==> src/rtl/bin2bcd_seq_if.sv <==
// Handshake/result bundle for bin2bcd_seq.
// Signals:
//   start    - conversion request (master -> slave)
//   bin      - unsigned binary value, WIDTH bits (master -> slave)
//   busy     - conversion in progress (slave -> master)
//   done     - one-cycle result-valid pulse (slave -> master)
//   bcd      - packed BCD result, 4*DIGITS bits, digit 0 in bits [3:0] (slave -> master)
//   overflow - last accepted bin exceeded 10^DIGITS-1 (slave -> master)
//   blank    - leading-zero blank mask, one bit per digit (slave -> master)
interface bin2bcd_seq_if #(
    parameter int unsigned WIDTH  = 20,
    parameter int unsigned DIGITS = 6
);
    logic                  start;
    logic [WIDTH-1:0]      bin;
    logic                  busy;
    logic                  done;
    logic [4*DIGITS-1:0]   bcd;
    logic                  overflow;
    logic [DIGITS-1:0]     blank;

    modport master (
        output start, bin,
        input  busy, done, bcd, overflow, blank
    );

    modport slave (
        input  start, bin,
        output busy, done, bcd, overflow, blank
    );
endinterface

==> src/rtl/bin2bcd_seq.sv <==
// Sequential binary-to-BCD converter (shift-and-add-3, one bit per clock)
// feeding the per-digit 7-segment decoders.
// Optional feature macro: LEADING_ZERO_BLANK_EN (registered leading-zero
// blank mask; when undefined, blank is tied to zero).
// Ports:
//   clk   - system clock, rising edge
//   reset - synchronous active-high reset
//   bus   - bin2bcd_seq_if.slave: start/bin in; busy/done/bcd/overflow/blank out
// Latency from accepted start edge to done/bcd update is WIDTH clocks.
module bin2bcd_seq #(
    parameter int unsigned WIDTH  = 20,
    parameter int unsigned DIGITS = 6
) (
    input  logic              clk,
    input  logic              reset,
    bin2bcd_seq_if.slave      bus
);

    localparam int unsigned BCD_W = 4 * DIGITS;
    localparam int unsigned CNT_W = $clog2(WIDTH + 1);

    typedef enum logic {
        IDLE  = 1'b0,
        SHIFT = 1'b1
    } state_t;

    state_t             r_state;
    logic [WIDTH-1:0]   r_shreg;
    logic [BCD_W-1:0]   r_scratch;
    logic               r_carry;
    logic [CNT_W-1:0]   r_cnt;
    logic               r_busy;
    logic               r_done;
    logic [BCD_W-1:0]   r_bcd;
    logic               r_overflow;

    state_t             w_state_n;
    logic [WIDTH-1:0]   w_shreg_n;
    logic [BCD_W-1:0]   w_scratch_n;
    logic               w_carry_n;
    logic [CNT_W-1:0]   w_cnt_n;
    logic               w_busy_n;
    logic               w_done_n;
    logic [BCD_W-1:0]   w_bcd_n;
    logic               w_overflow_n;

    logic [BCD_W-1:0]   w_adj;
    logic [BCD_W-1:0]   w_shift_scratch;
    logic               w_carry_out;

`ifdef LEADING_ZERO_BLANK_EN
    // Every digit blanked except digit 0, which always shows.
    localparam logic [DIGITS-1:0] BLANK_RST = ~DIGITS'(1);

    logic [DIGITS-1:0]  r_blank;
    logic [DIGITS-1:0]  w_blank_n;
    logic [DIGITS-1:0]  w_blank_new;
`endif

    // Add 3 to every scratch digit >= 5 ahead of the shift.
    always_comb begin
        w_adj = '0;
        for (int d = 0; d < int'(DIGITS); d++) begin
            if (r_scratch[4*d +: 4] >= 4'd5) begin
                w_adj[4*d +: 4] = r_scratch[4*d +: 4] + 4'd3;
            end else begin
                w_adj[4*d +: 4] = r_scratch[4*d +: 4];
            end
        end
    end

    // Shift {scratch, shreg} left by one; the top scratch bit falls out as carry.
    assign w_shift_scratch = {w_adj[BCD_W-2:0], r_shreg[WIDTH-1]};
    assign w_carry_out     = w_adj[BCD_W-1];

`ifdef LEADING_ZERO_BLANK_EN
    // Blank digit i (i >= 1) when it and every digit above it are zero.
    always_comb begin
        logic zero_above;
        w_blank_new = '0;
        zero_above  = 1'b1;
        for (int i = int'(DIGITS) - 1; i >= 1; i--) begin
            zero_above     = zero_above & (w_shift_scratch[4*i +: 4] == 4'd0);
            w_blank_new[i] = zero_above;
        end
    end
`endif

    // State and datapath registers.
    always_ff @(posedge clk) begin
        if (reset) begin
            r_state    <= IDLE;
            r_shreg    <= '0;
            r_scratch  <= '0;
            r_carry    <= 1'b0;
            r_cnt      <= '0;
            r_busy     <= 1'b0;
            r_done     <= 1'b0;
            r_bcd      <= '0;
            r_overflow <= 1'b0;
`ifdef LEADING_ZERO_BLANK_EN
            r_blank    <= BLANK_RST;
`endif
        end else begin
            r_state    <= w_state_n;
            r_shreg    <= w_shreg_n;
            r_scratch  <= w_scratch_n;
            r_carry    <= w_carry_n;
            r_cnt      <= w_cnt_n;
            r_busy     <= w_busy_n;
            r_done     <= w_done_n;
            r_bcd      <= w_bcd_n;
            r_overflow <= w_overflow_n;
`ifdef LEADING_ZERO_BLANK_EN
            r_blank    <= w_blank_n;
`endif
        end
    end

    // Next-state and next-output logic.
    always_comb begin
        w_state_n    = r_state;
        w_shreg_n    = r_shreg;
        w_scratch_n  = r_scratch;
        w_carry_n    = r_carry;
        w_cnt_n      = r_cnt;
        w_busy_n     = r_busy;
        w_done_n     = 1'b0;
        w_bcd_n      = r_bcd;
        w_overflow_n = r_overflow;
`ifdef LEADING_ZERO_BLANK_EN
        w_blank_n    = r_blank;
`endif

        case (r_state)
            IDLE: begin
                if (bus.start) begin
                    w_shreg_n   = bus.bin;
                    w_scratch_n = '0;
                    w_carry_n   = 1'b0;
                    w_cnt_n     = CNT_W'(WIDTH);
                    w_busy_n    = 1'b1;
                    w_state_n   = SHIFT;
                end
            end

            SHIFT: begin
                w_scratch_n = w_shift_scratch;
                w_shreg_n   = {r_shreg[WIDTH-2:0], 1'b0};
                w_carry_n   = r_carry | w_carry_out;
                w_cnt_n     = r_cnt - CNT_W'(1);
                // Counter at 1 means this edge performs the final shift.
                if (r_cnt == CNT_W'(1)) begin
                    w_state_n    = IDLE;
                    w_busy_n     = 1'b0;
                    w_done_n     = 1'b1;
                    w_bcd_n      = w_shift_scratch;
                    w_overflow_n = r_carry | w_carry_out;
`ifdef LEADING_ZERO_BLANK_EN
                    w_blank_n    = w_blank_new;
`endif
                end
            end

            default: begin
                w_state_n = IDLE;
                w_busy_n  = 1'b0;
            end
        endcase
    end

    assign bus.busy     = r_busy;
    assign bus.done     = r_done;
    assign bus.bcd      = r_bcd;
    assign bus.overflow = r_overflow;
`ifdef LEADING_ZERO_BLANK_EN
    assign bus.blank    = r_blank;
`else
    assign bus.blank    = '0;
`endif

endmodule

==> src/flat_wrapper.sv <==
// flat-port wrapper written by rule: the top's interface ports become plain ports
module bin2bcd_seq_flat 
#(
    parameter int unsigned WIDTH  = 20,
    parameter int unsigned DIGITS = 6
)
  (clk, reset, bus_start, bus_bin, bus_busy, bus_done, bus_bcd, bus_overflow, bus_blank);
  bin2bcd_seq_if #(.WIDTH(WIDTH), .DIGITS(DIGITS)) bus_i ();
  input  logic clk;
  input  logic reset;
  input wire logic [$bits(bus_i.start)-1:0] bus_start;
  input wire logic [$bits(bus_i.bin)-1:0] bus_bin;
  output wire logic [$bits(bus_i.busy)-1:0] bus_busy;
  output wire logic [$bits(bus_i.done)-1:0] bus_done;
  output wire logic [$bits(bus_i.bcd)-1:0] bus_bcd;
  output wire logic [$bits(bus_i.overflow)-1:0] bus_overflow;
  output wire logic [$bits(bus_i.blank)-1:0] bus_blank;
  assign bus_i.start = bus_start;
  assign bus_i.bin = bus_bin;
  assign bus_busy = bus_i.busy;
  assign bus_done = bus_i.done;
  assign bus_bcd = bus_i.bcd;
  assign bus_overflow = bus_i.overflow;
  assign bus_blank = bus_i.blank;
  bin2bcd_seq #(.WIDTH(WIDTH), .DIGITS(DIGITS)) u_core (.clk(clk), .reset(reset), .bus(bus_i));
endmodule
==> config.mk <==
export PLATFORM = sky130hd
export DESIGN_NAME = bin2bcd_seq_flat
export DESIGN_NICKNAME = d
export VERILOG_FILES = /design/src/rtl/bin2bcd_seq_if.sv /design/src/rtl/bin2bcd_seq.sv /design/src/flat_wrapper.sv
export SDC_FILE = /design/constraint.sdc
export NUM_CORES = 1
export LEC_CHECK = 0
export CAP_MARGIN = 10
export CORE_UTILIZATION = 45
export CTS_CLUSTER_DIAMETER = 200
export DETAILED_ROUTE_END_ITERATION = 6
export HOLD_SLACK_MARGIN = 0.08
export MAX_ROUTING_LAYER = met4
export PLACE_DENSITY = 0.69
export SLEW_MARGIN = 20
export SYNTH_ARGS = -nofsm -noshare
export SYNTH_HDL_FRONTEND = slang
export SYNTH_SLANG_ARGS = --single-unit
==> constraint.sdc <==
create_clock -name clk -period 1.6 [get_ports clk]
set_input_delay 0.16 -clock clk [delete_from_list [all_inputs] [get_ports clk]]
set_output_delay 0.16 -clock clk [all_outputs]
set_load 0.01 [all_outputs]
==> metrics.cfg <==
[status]
status = finished clean

[global_routing]
grt_pass1_vias = 2614
grt_usage = 0.192
grt_first_pass_wirelength_mm = 12.2
grt_max_degree = 34
gr-total-overflow = 0
antenna_found_initial = 0

[finish]
post-route-cell-area_mm2 = 0.00435
area_growth_pct = 23.6
post-route-util = 0.587
drive_gt1_frac = 0.124
num-nets-final = 468
num_antenna_cells = 0
multiInputGateArea_mm2 = 0.00180
fill_cells = 657
seqCellArea_mm2 = 0.00157

[setup_path]
cp_max_fo = 3
worstPathArrival_ns = 1.80
rr_worst_depth = 6
worst_r2r_endpoint = u_core.r_scratch[6]$_SDFFE_PP0P_
cp-start-kind = flop
crit_path_end = u_core.r_scratch[6]$_SDFFE_PP0P_
worst-r2r-setup-slack_ns = 0.08
crit_start = u_core.r_scratch[5]$_SDFFE_PP0P_
critPathKind = flop to flop
end_kind = flop
worstPathRequired_ns = 1.88
worstReg2RegStart = u_core.r_scratch[5]$_SDFFE_PP0P_

[floorplan]
rows = 31
core_mm2 = 0.00741
die_w_um = 90.4
die_h_um = 90.4
dieArea_mm2 = 0.00817
initial_utilization = 0.475
io-pin-count = 56

[timing]
skew_ns = 0.00605
timing.final.crit_period_ns = 1.52
hold_ws_ns = 0.465
setup_viol = 0
tightest_slew_ns = 0.934
finalHoldViolCount = 0
fmax_ghz = 0.660
slew_viol_final = 0
finalCritPeriodShare = 0.947
max_slew_margin = 0.376

[synthesis]
ys_ff_latch = 78
postSynthAreaPerCell_um2 = 9.26
yosys_warnings = 0
ys_types = 35
netlist_area_mm2 = 0.00352
ys_seq_area_frac = 0.444
syn_inst = 380

[routing]
via_per_inst = 5.34
drc_errors = 0
vias = 2859
drtPass1Iterations = 4
wire_per_inst_um = 13.4
final_antenna_net_count = 0
drt_iter0_markers = 92
wirelength_mm = 7.15

[cts]
cts_tree = done
htree_num_levels = 3
clk_pin_slew_worst_paths_ns = 0.08
clock_latency_ns = 0.34
cts_setup_buffers = 0
cts_buffer_depth = 2
root_buffer = clkbuf_8
cts_inserted_buffers = 9
cts.sinks = 78
hold_buffers = 0

[pwr]
cellPowerDensity_mw_per_mm2 = 876
power_mw = 3.81
ir_drop_v = 0.000543
power_leakage_nw = 1.64

[placed_design]
place_hpwl_mm = 4.90
placed_cell_area_mm2 = 0.00410
port_buffers = 49
gp_congestion = 0.809

[min_path]
worstHoldPathType = flop to flop

[flow_run]
cap_viol_max_count = 0

-- synth_stat cells --
cell type  count  area share
a21oi_1       46       0.065
a22o_1        25       0.062
a311oi_1       1      0.0025
a31oi_1        1      0.0018
a32o_1         1      0.0028
buf_1          1      0.0011
buf_2         10       0.014
buf_4         10       0.021
buf_6          2      0.0064
clkbuf_1       5      0.0053
conb_1         1      0.0011
dfxtp_1       78        0.44
ha_1          14       0.050
inv_1         16       0.017
inv_2          1      0.0011
mux2i_1       27       0.077
nand2_1       10       0.011
nand2_2        1      0.0018
nand2b_1       8       0.014
nand3_1        7       0.010
nand3b_1       1      0.0021
nor2_1        45       0.048
nor2_2         1      0.0018
nor2b_1        4      0.0071
nor3_1         5      0.0071
nor3_2         1      0.0028
nor3b_1       17       0.036
nor4_4         1      0.0060
o21a_1         1      0.0021
o21ai_0       19       0.027
o221a_2        1      0.0032
o2bb2ai_1     11       0.027
o31a_1         1      0.0025
or3_1          1      0.0018
xnor2_1        6       0.015
-- layout by cell type (no fill, tap or decap), types with 5 or more instances in the layout --
| cell type | n |
|---|---|
| a22o_1 | 25 |
| inv_1 | 16 |
| o21ai_0 | 19 |
| mux2i_1 | 23 |
| clkbuf_8 | 9 |
| nand3_1 | 7 |
| nor3b_1 | 17 |
| buf_4 | 13 |
| ha_1 | 9 |
| nor3_1 | 5 |
| dfxtp_1 | 75 |
| nand2_1 | 10 |
| o2bb2ai_1 | 11 |
| ha_2 | 5 |
| nand2b_1 | 8 |
| xnor2_1 | 6 |
| a21oi_2 | 6 |
| clkdlybuf4s50_1 | 49 |
| conb_1 | 6 |
| nor2_1 | 45 |
| a21oi_1 | 40 |
-- sequential cells by signal, summed over array words and instances, names as in the netlist --
register and flops:
u_core.r_state 1, u_core.r_shreg 20, u_core.bus.done 1, u_core.r_cnt 5, u_core.bus.busy 1, u_core.r_scratch 24
u_core.bus.bcd 24, u_core.bus.overflow 1, u_core.r_carry 1
-- final cells by class --
type,instances,share of cell area
clock inverters,7,0.0150
inverters,17,0.0147
flip-flops and latches,78,0.360
multi-input cells,262,0.413
repair buffers,63,0.140
clock buffers,9,0.0285
well taps,99,0.0285
-- where the power goes --
part	switching [mW]	leakage [nW]	internal, mW	total (mW)
registers	0.0355	0.634	1.99	2.02
logic	0.182	0.909	0.164	0.346
clock network	0.726	0.0948	0.709	1.44
total	0.944	1.64	2.86	3.81
-- how the worst min path moves through the flow --
stage,to,startpoint,cells after the start
4_1_cts,u_core.bus.bcd[20]$_SDFFE_PP0P_,u_core.bus.bcd[20]$_SDFFE_PP0P_,1
3_5_place_dp,u_core.bus.bcd[20]$_SDFFE_PP0P_,u_core.bus.bcd[20]$_SDFFE_PP0P_,1
3_3_place_gp,u_core.bus.bcd[19]$_SDFFE_PP0P_,u_core.bus.bcd[19]$_SDFFE_PP0P_,1
6_report,u_core.bus.bcd[4]$_SDFFE_PP0P_,u_core.bus.bcd[4]$_SDFFE_PP0P_,1
5_1_grt,u_core.bus.bcd[11]$_SDFFE_PP0P_,u_core.bus.bcd[11]$_SDFFE_PP0P_,1
2_1_floorplan,u_core.r_shreg[0]$_SDFFE_PP0P_,bus_bin[0],2
-- through the flow --
step	TNS, ns	std cells	worst slack [ns]
floorplan	0	385	0.249
finish	0	535	0.0844
CTS	0	535	0.00202
global route	-0.0433	535	-0.0243
global placement	-3.04	519	-0.195
detailed placement	-3.20	519	-0.212
-- worst max-delay path, cell delays in order, from the launching register on --
cell	delay [ns]
dfxtp_2	0.35
inv_1	0.08
ha_1	0.18
nand2b_1	0.16
a21oi_2	0.20
mux2i_2	0.33
a22o_1	0.16
-- per-layer routing --
layer  wire length [um]  track usage
met1               3360        0.227
met2               3420        0.317
met3                239       0.0412
met4                139       0.0806
met5                  0            -
-- kinds of logic (layout without fill, tap and decap cells) --
group           Yosys count  in the layout  share of synthesized area
flops                    78             78                      0.444
xor+xnor                  6              6                     0.0149
simple gates            102            102                      0.150
compound gates          107            107                      0.197
mux                      27             27                     0.0768
buf+inv                  45             96                     0.0665
other cells               1              6                    0.00107
fa+ha+maj                14             14                     0.0498
-- what timing repair did --
item | in CTS | in global routing
hold endpoints to repair | 0 | 0
endpoints found under the setup margin | 0 | 17
resized for setup | 0 | 17
(Power assumes the default switching activity.)
